### config.mk
export PLATFORM = sky130hd
export DESIGN_NAME = uart_cmd_ctrl
export DESIGN_NICKNAME = d
export VERILOG_FILES = /design/src/rtl/uart_cmd_ctrl.sv
export SDC_FILE = /design/constraint.sdc
export NUM_CORES = 1
export LEC_CHECK = 0
export CAP_MARGIN = 20
export CORE_MARGIN = 8
export CORE_UTILIZATION = 54
export DETAILED_ROUTE_END_ITERATION = 10
export PLACE_DENSITY_LB_ADDON = 0.12
export SETUP_SLACK_MARGIN = 0.2
export SYNTH_ARGS = -nofsm -noshare
export SYNTH_HDL_FRONTEND = slang
export SYNTH_SLANG_ARGS = --single-unit
### constraint.sdc
create_clock -name clk -period 6.1 [get_ports clk]
set_input_delay 1.22 -clock clk [delete_from_list [all_inputs] [get_ports clk]]
set_output_delay 1.22 -clock clk [all_outputs]
set_load 0.01 [all_outputs]
### src/rtl/uart_cmd_ctrl.sv
// UART command frame controller: assembles HEADER/ADDR/DATA/CSUM frames
// from the byte receiver and issues one register write per valid frame.
module uart_cmd_ctrl #(
    parameter logic [7:0]  HEADER      = 8'hA5,
    parameter int unsigned TIMEOUT_CYC = 1000000,
    parameter int unsigned ERR_W       = 8
) (
    input  logic             clk,
    input  logic             rst,
    input  logic [7:0]       rx_data,
    input  logic             rx_done,
    output logic [7:0]       wr_addr,
    output logic [7:0]       wr_data,
    output logic             wr_valid,
    input  logic             wr_ready,
    output logic             frame_ok,
    output logic             frame_err,
    output logic             rx_overrun,
    output logic [ERR_W-1:0] err_cnt,
    output logic             busy
);

    localparam int unsigned TW = $clog2(TIMEOUT_CYC);

    typedef enum logic [2:0] {
        IDLE  = 3'd0,
        ADDR  = 3'd1,
        DATA  = 3'd2,
        CSUM  = 3'd3,
        ISSUE = 3'd4
    } state_t;

    state_t        state;
    logic [TW-1:0] timer;
    logic [7:0]    addr_reg;
    logic [7:0]    data_reg;
    logic [7:0]    csum;
    logic          expired;

    // Expected checksum and inter-byte timeout detection
    assign csum    = 8'(addr_reg + data_reg);
    assign expired = (timer == TW'(TIMEOUT_CYC - 1));

    // Frame FSM with registered write request, pulses and error counter
    always_ff @(posedge clk) begin
        if (rst) begin
            state      <= IDLE;
            timer      <= '0;
            addr_reg   <= '0;
            data_reg   <= '0;
            wr_addr    <= '0;
            wr_data    <= '0;
            wr_valid   <= 1'b0;
            frame_ok   <= 1'b0;
            frame_err  <= 1'b0;
            rx_overrun <= 1'b0;
            err_cnt    <= '0;
            busy       <= 1'b0;
        end else begin
            frame_ok   <= 1'b0;
            frame_err  <= 1'b0;
            rx_overrun <= 1'b0;
            case (state)
                IDLE: begin
                    timer <= '0;
                    if (rx_done && (rx_data == HEADER)) begin
                        state <= ADDR;
                        busy  <= 1'b1;
                    end
                end
                ADDR, DATA, CSUM: begin
                    if (rx_done) begin
                        // A byte on the expiry cycle still counts as in time
                        timer <= '0;
                        if (state == ADDR) begin
                            addr_reg <= rx_data;
                            state    <= DATA;
                        end else if (state == DATA) begin
                            data_reg <= rx_data;
                            state    <= CSUM;
                        end else if (rx_data == csum) begin
                            wr_addr  <= addr_reg;
                            wr_data  <= data_reg;
                            wr_valid <= 1'b1;
                            state    <= ISSUE;
                        end else begin
                            state     <= IDLE;
                            busy      <= 1'b0;
                            frame_err <= 1'b1;
                            if (err_cnt != '1) err_cnt <= err_cnt + 1'b1;
                        end
                    end else if (expired) begin
                        timer     <= '0;
                        state     <= IDLE;
                        busy      <= 1'b0;
                        frame_err <= 1'b1;
                        if (err_cnt != '1) err_cnt <= err_cnt + 1'b1;
                    end else begin
                        timer <= timer + 1'b1;
                    end
                end
                ISSUE: begin
                    timer <= '0;
                    // Completion pulse takes priority so pulses stay exclusive;
                    // a byte landing on the accept cycle is dropped quietly
                    if (wr_ready) begin
                        wr_valid <= 1'b0;
                        state    <= IDLE;
                        busy     <= 1'b0;
                        frame_ok <= 1'b1;
                    end else if (rx_done) begin
                        rx_overrun <= 1'b1;
                    end
                end
                default: begin
                    state    <= IDLE;
                    busy     <= 1'b0;
                    wr_valid <= 1'b0;
                    timer    <= '0;
                end
            endcase
        end
    end

endmodule

==> metrics.csv <==
metric,value,unit
post-synthesis compound-gate area fraction,9.53,%
share of layout cells above drive strength 1,5.21,%
Setup Skew,0.0107,ns
"Reg clk slew, reported paths",0.07,ns
GPL Wtd Cong,0.801,
relative slew slack,31.8,%
Antenna Nets Post-Route,0,
"Clk Latency, worst-skew pair",0.33,ns
TritonRoute pass-1 iters,4,
Syn Area/Cell,9.07,sq um
DRC,0,
CP max FO,17,
First DRT Iteration DRCs,193,
mapped cell area,3110,sq um
final setup fails,0,
RSZ-0062 raised after global routing,false,
combinational family with the most area after synthesis,simple AND/OR/NAND/NOR gates,
sequential group share of total power,51.2,%
I/O pins,41,
largest net degree at the start of global routing,49,
# resized after CTS,0,
Slew Limit Fails,0,
HP Class,reg -> reg,
mux share of post-synthesis cell area,8.37,%
GRT overflow,0,
syn nets,365,
Max Cap Violations,0,
# port buffers,40,
Hold Buf Count CTS,0,
final wirelength,6380,um
Min-Delay Endpoint,timer[0],
hpwl dp,4480,um
min Tclk post-route,3.51,ns
end of the worst register-to-register path,wr_addr[2],
first-pass GRT wire length,10700,um
post-synthesis sequential area ratio,43.8,%
Worst EP arrival,3.71,ns
vias,2476,
outcome,finished clean,
Vias/cell,5.43,
crit path launch type,input pin,
simple logic cell fraction of the synthesized area,22.0,%
CTS max path bufs,2,
routed len/inst,14.0,um
total area of sequential cells,1360,sq um
LEAKAGE,1.47,nW
worst hold start,timer[0],
fmax,285,MHz
CTS Sinks,68,
critical path class,in -> reg,
Cell Int Power,0.000685,W
Post-CTS Setup Bufs,0,
Max VDD drop,0.151,mV
hold path depth,1,
required time worst endpoint,6.30,ns
final hold violations,0,
post-synth cell types,46,
crit end category,flop,
setup TNS,0,ns
Synth area leaders,"dfxtp_1 44%, mux2i_1 8.4%, nor2_1 6.9%",
Core Footprint,5540,sq um
Post-layout nets,403,
Die H,91.9,um
measured slew at the worst slew-check pin,1.02,ns
post-synth top area share,43.8,%
area grow syn2layout,19.1,%
GRT Resource Usage Total,15.0,%
sw frac,28.4,%
Switch Pwr,0.000271,W
fin crit share,57.6,%
FF-to-FF path depth,9,
Worst R2R Setup Slack,2.76,ns
diode count,0,
max reg flops,20,
row count,27,
PwrDens,258,nW/um^2
final core occ,66.9,%
Starting Density,56.1,%
combinational power share,16.8,%
Die ar.,8440,sq um
top cell type by total area after synthesis,dfxtp_1,
top_reg_cell synth,dfxtp_1,
Top reg by flops,timer,
fillcell total,496,
cts bufs inserted,9,
clock share of power,32.0,%
CTS Root Cell,clkbuf_8,
Post-Synth XOR/XNOR Area,9.29,%
CTS tree,built,
die width,91.9,um
vias in the first global route,2304,
Post-synth EDFFs,0,
synthesized instance count,343,
multi-input logic area,1660,sq um
asr flop ratio synth,0,%
Yosys reg bits,68,
H-tree Lvls,3,
Ys Warns,0,
number of antenna violations at the first check in global routing,0,
RR Startpoint,addr_reg[0],
Synth Area in Adders,4.26,%
## cells by family after synthesis
kind of cell	Yosys count
AO/OA/AOI/OAI	45
AND/OR/NAND/NOR	142
multiplexers	26
adder cells (fa/ha/maj)	10
buffers and inverters	19
flip-flops	68
XOR/XNOR	33
## worst max-delay path by stage
| stage | endpoint | slack [ns] | depth (start not counted) | start |
|---|---|---|---|---|
| 3_5_place_dp | wr_addr[2] | 2.25 | 8 | rx_data[3] |
| 3_3_place_gp | wr_addr[5] | 2.34 | 8 | rx_data[3] |
| 2_1_floorplan | wr_addr[0] | 3.23 | 9 | rx_data[3] |
| 6_report | wr_addr[2] | 2.59 | 8 | rx_data[3] |
| 5_1_grt | wr_addr[2] | 2.42 | 8 | rx_data[3] |
| 4_1_cts | wr_addr[2] | 2.58 | 8 | rx_data[3] |
## per-stage QoR
stage / instance area [sq um] / power (W) / hold WS (ns) / worst slack [ns] / cells
finish: 3700 / 0.000956 / 0.471 / 2.59 / 456
global route: 3700 / 0.00101 / 0.500 / 2.42 / 456
CTS: 3700 / 0.000964 / 0.474 / 2.58 / 456
detailed placement: 3550 / 0.000658 / 0.458 / 2.25 / 442
global placement: 3550 / 0.000656 / 0.448 / 2.34 / 442
floorplan: 3110 / 0.000611 / 0.430 / 3.23 / 343
## critical path: stages
cell and delay [ns]:
clkdlybuf4s50_1 0.53, xnor2_1 0.10, and3_1 0.18, a211oi_1 0.20
nand4b_1 0.16, or4_1 0.90, mux2i_1 0.35, nor2_1 0.06
## per-layer routing
metal / track usage [%] / vias to the layer above / wire, um
met5: 0 / - / 0
met4: 6.71 / 0 / 65
met3: 4.40 / 6 / 356
met2: 22.5 / 63 / 2820
met1: 19.6 / 1146 / 3140
li1: - / 1261 / -
## cell usage in the layout (no fill, tap or decap), types with 3 or more instances in the layout
| master | synthesis | layout |
|---|---|---|
| o21ai_0 | 10 | 10 |
| or3_1 | 6 | 6 |
| nand2_1 | 28 | 28 |
| xnor2_1 | 15 | 15 |
| buf_4 | 0 | 3 |
| nor3_1 | 3 | 3 |
| nor2_1 | 57 | 57 |
| and3_1 | 10 | 10 |
| clkdlybuf4s50_1 | 0 | 40 |
| or2_2 | 3 | 3 |
| inv_1 | 3 | 3 |
| nand4_1 | 3 | 3 |
| clkbuf_8 | 0 | 10 |
| a21oi_1 | 18 | 18 |
| xor2_1 | 18 | 18 |
| nand3_1 | 14 | 14 |
| mux2i_1 | 26 | 26 |
| ha_1 | 9 | 9 |
| dfxtp_1 | 68 | 68 |
## cell type report
type | count | area share (%)
timing repair buffer | 43 | 11.4
tap | 72 | 2.43
clock inverter | 2 | 0.338
clock buffer | 12 | 3.92
sequential | 68 | 36.7
multi-input combinational | 256 | 44.8
inverter | 3 | 0.304
## power by group through the flow
stage | clock (W) | combinational, W | sequential [W]
after floorplan | 0 | 0.000125 | 0.000486
after global placement | 0 | 0.000157 | 0.000499
after detailed placement | 0 | 0.000159 | 0.000499
after CTS | 0.000315 | 0.000161 | 0.000489
after global routing | 0.000335 | 0.000179 | 0.000493
final | 0.000306 | 0.000160 | 0.000490
## Yosys cell counts, types with 3 or more instances
cell type	count
xor2_1	18
inv_1	3
dfxtp_1	68
nand3_1	14
nor3_1	3
o21ai_0	10
ha_1	9
xnor2_1	15
clkbuf_1	12
mux2i_1	26
a21oi_1	18
and3_1	10
nor2_1	57
or2_2	3
nand4_1	3
nand2_1	28
or3_1	6
(Power assumes the default switching activity.)
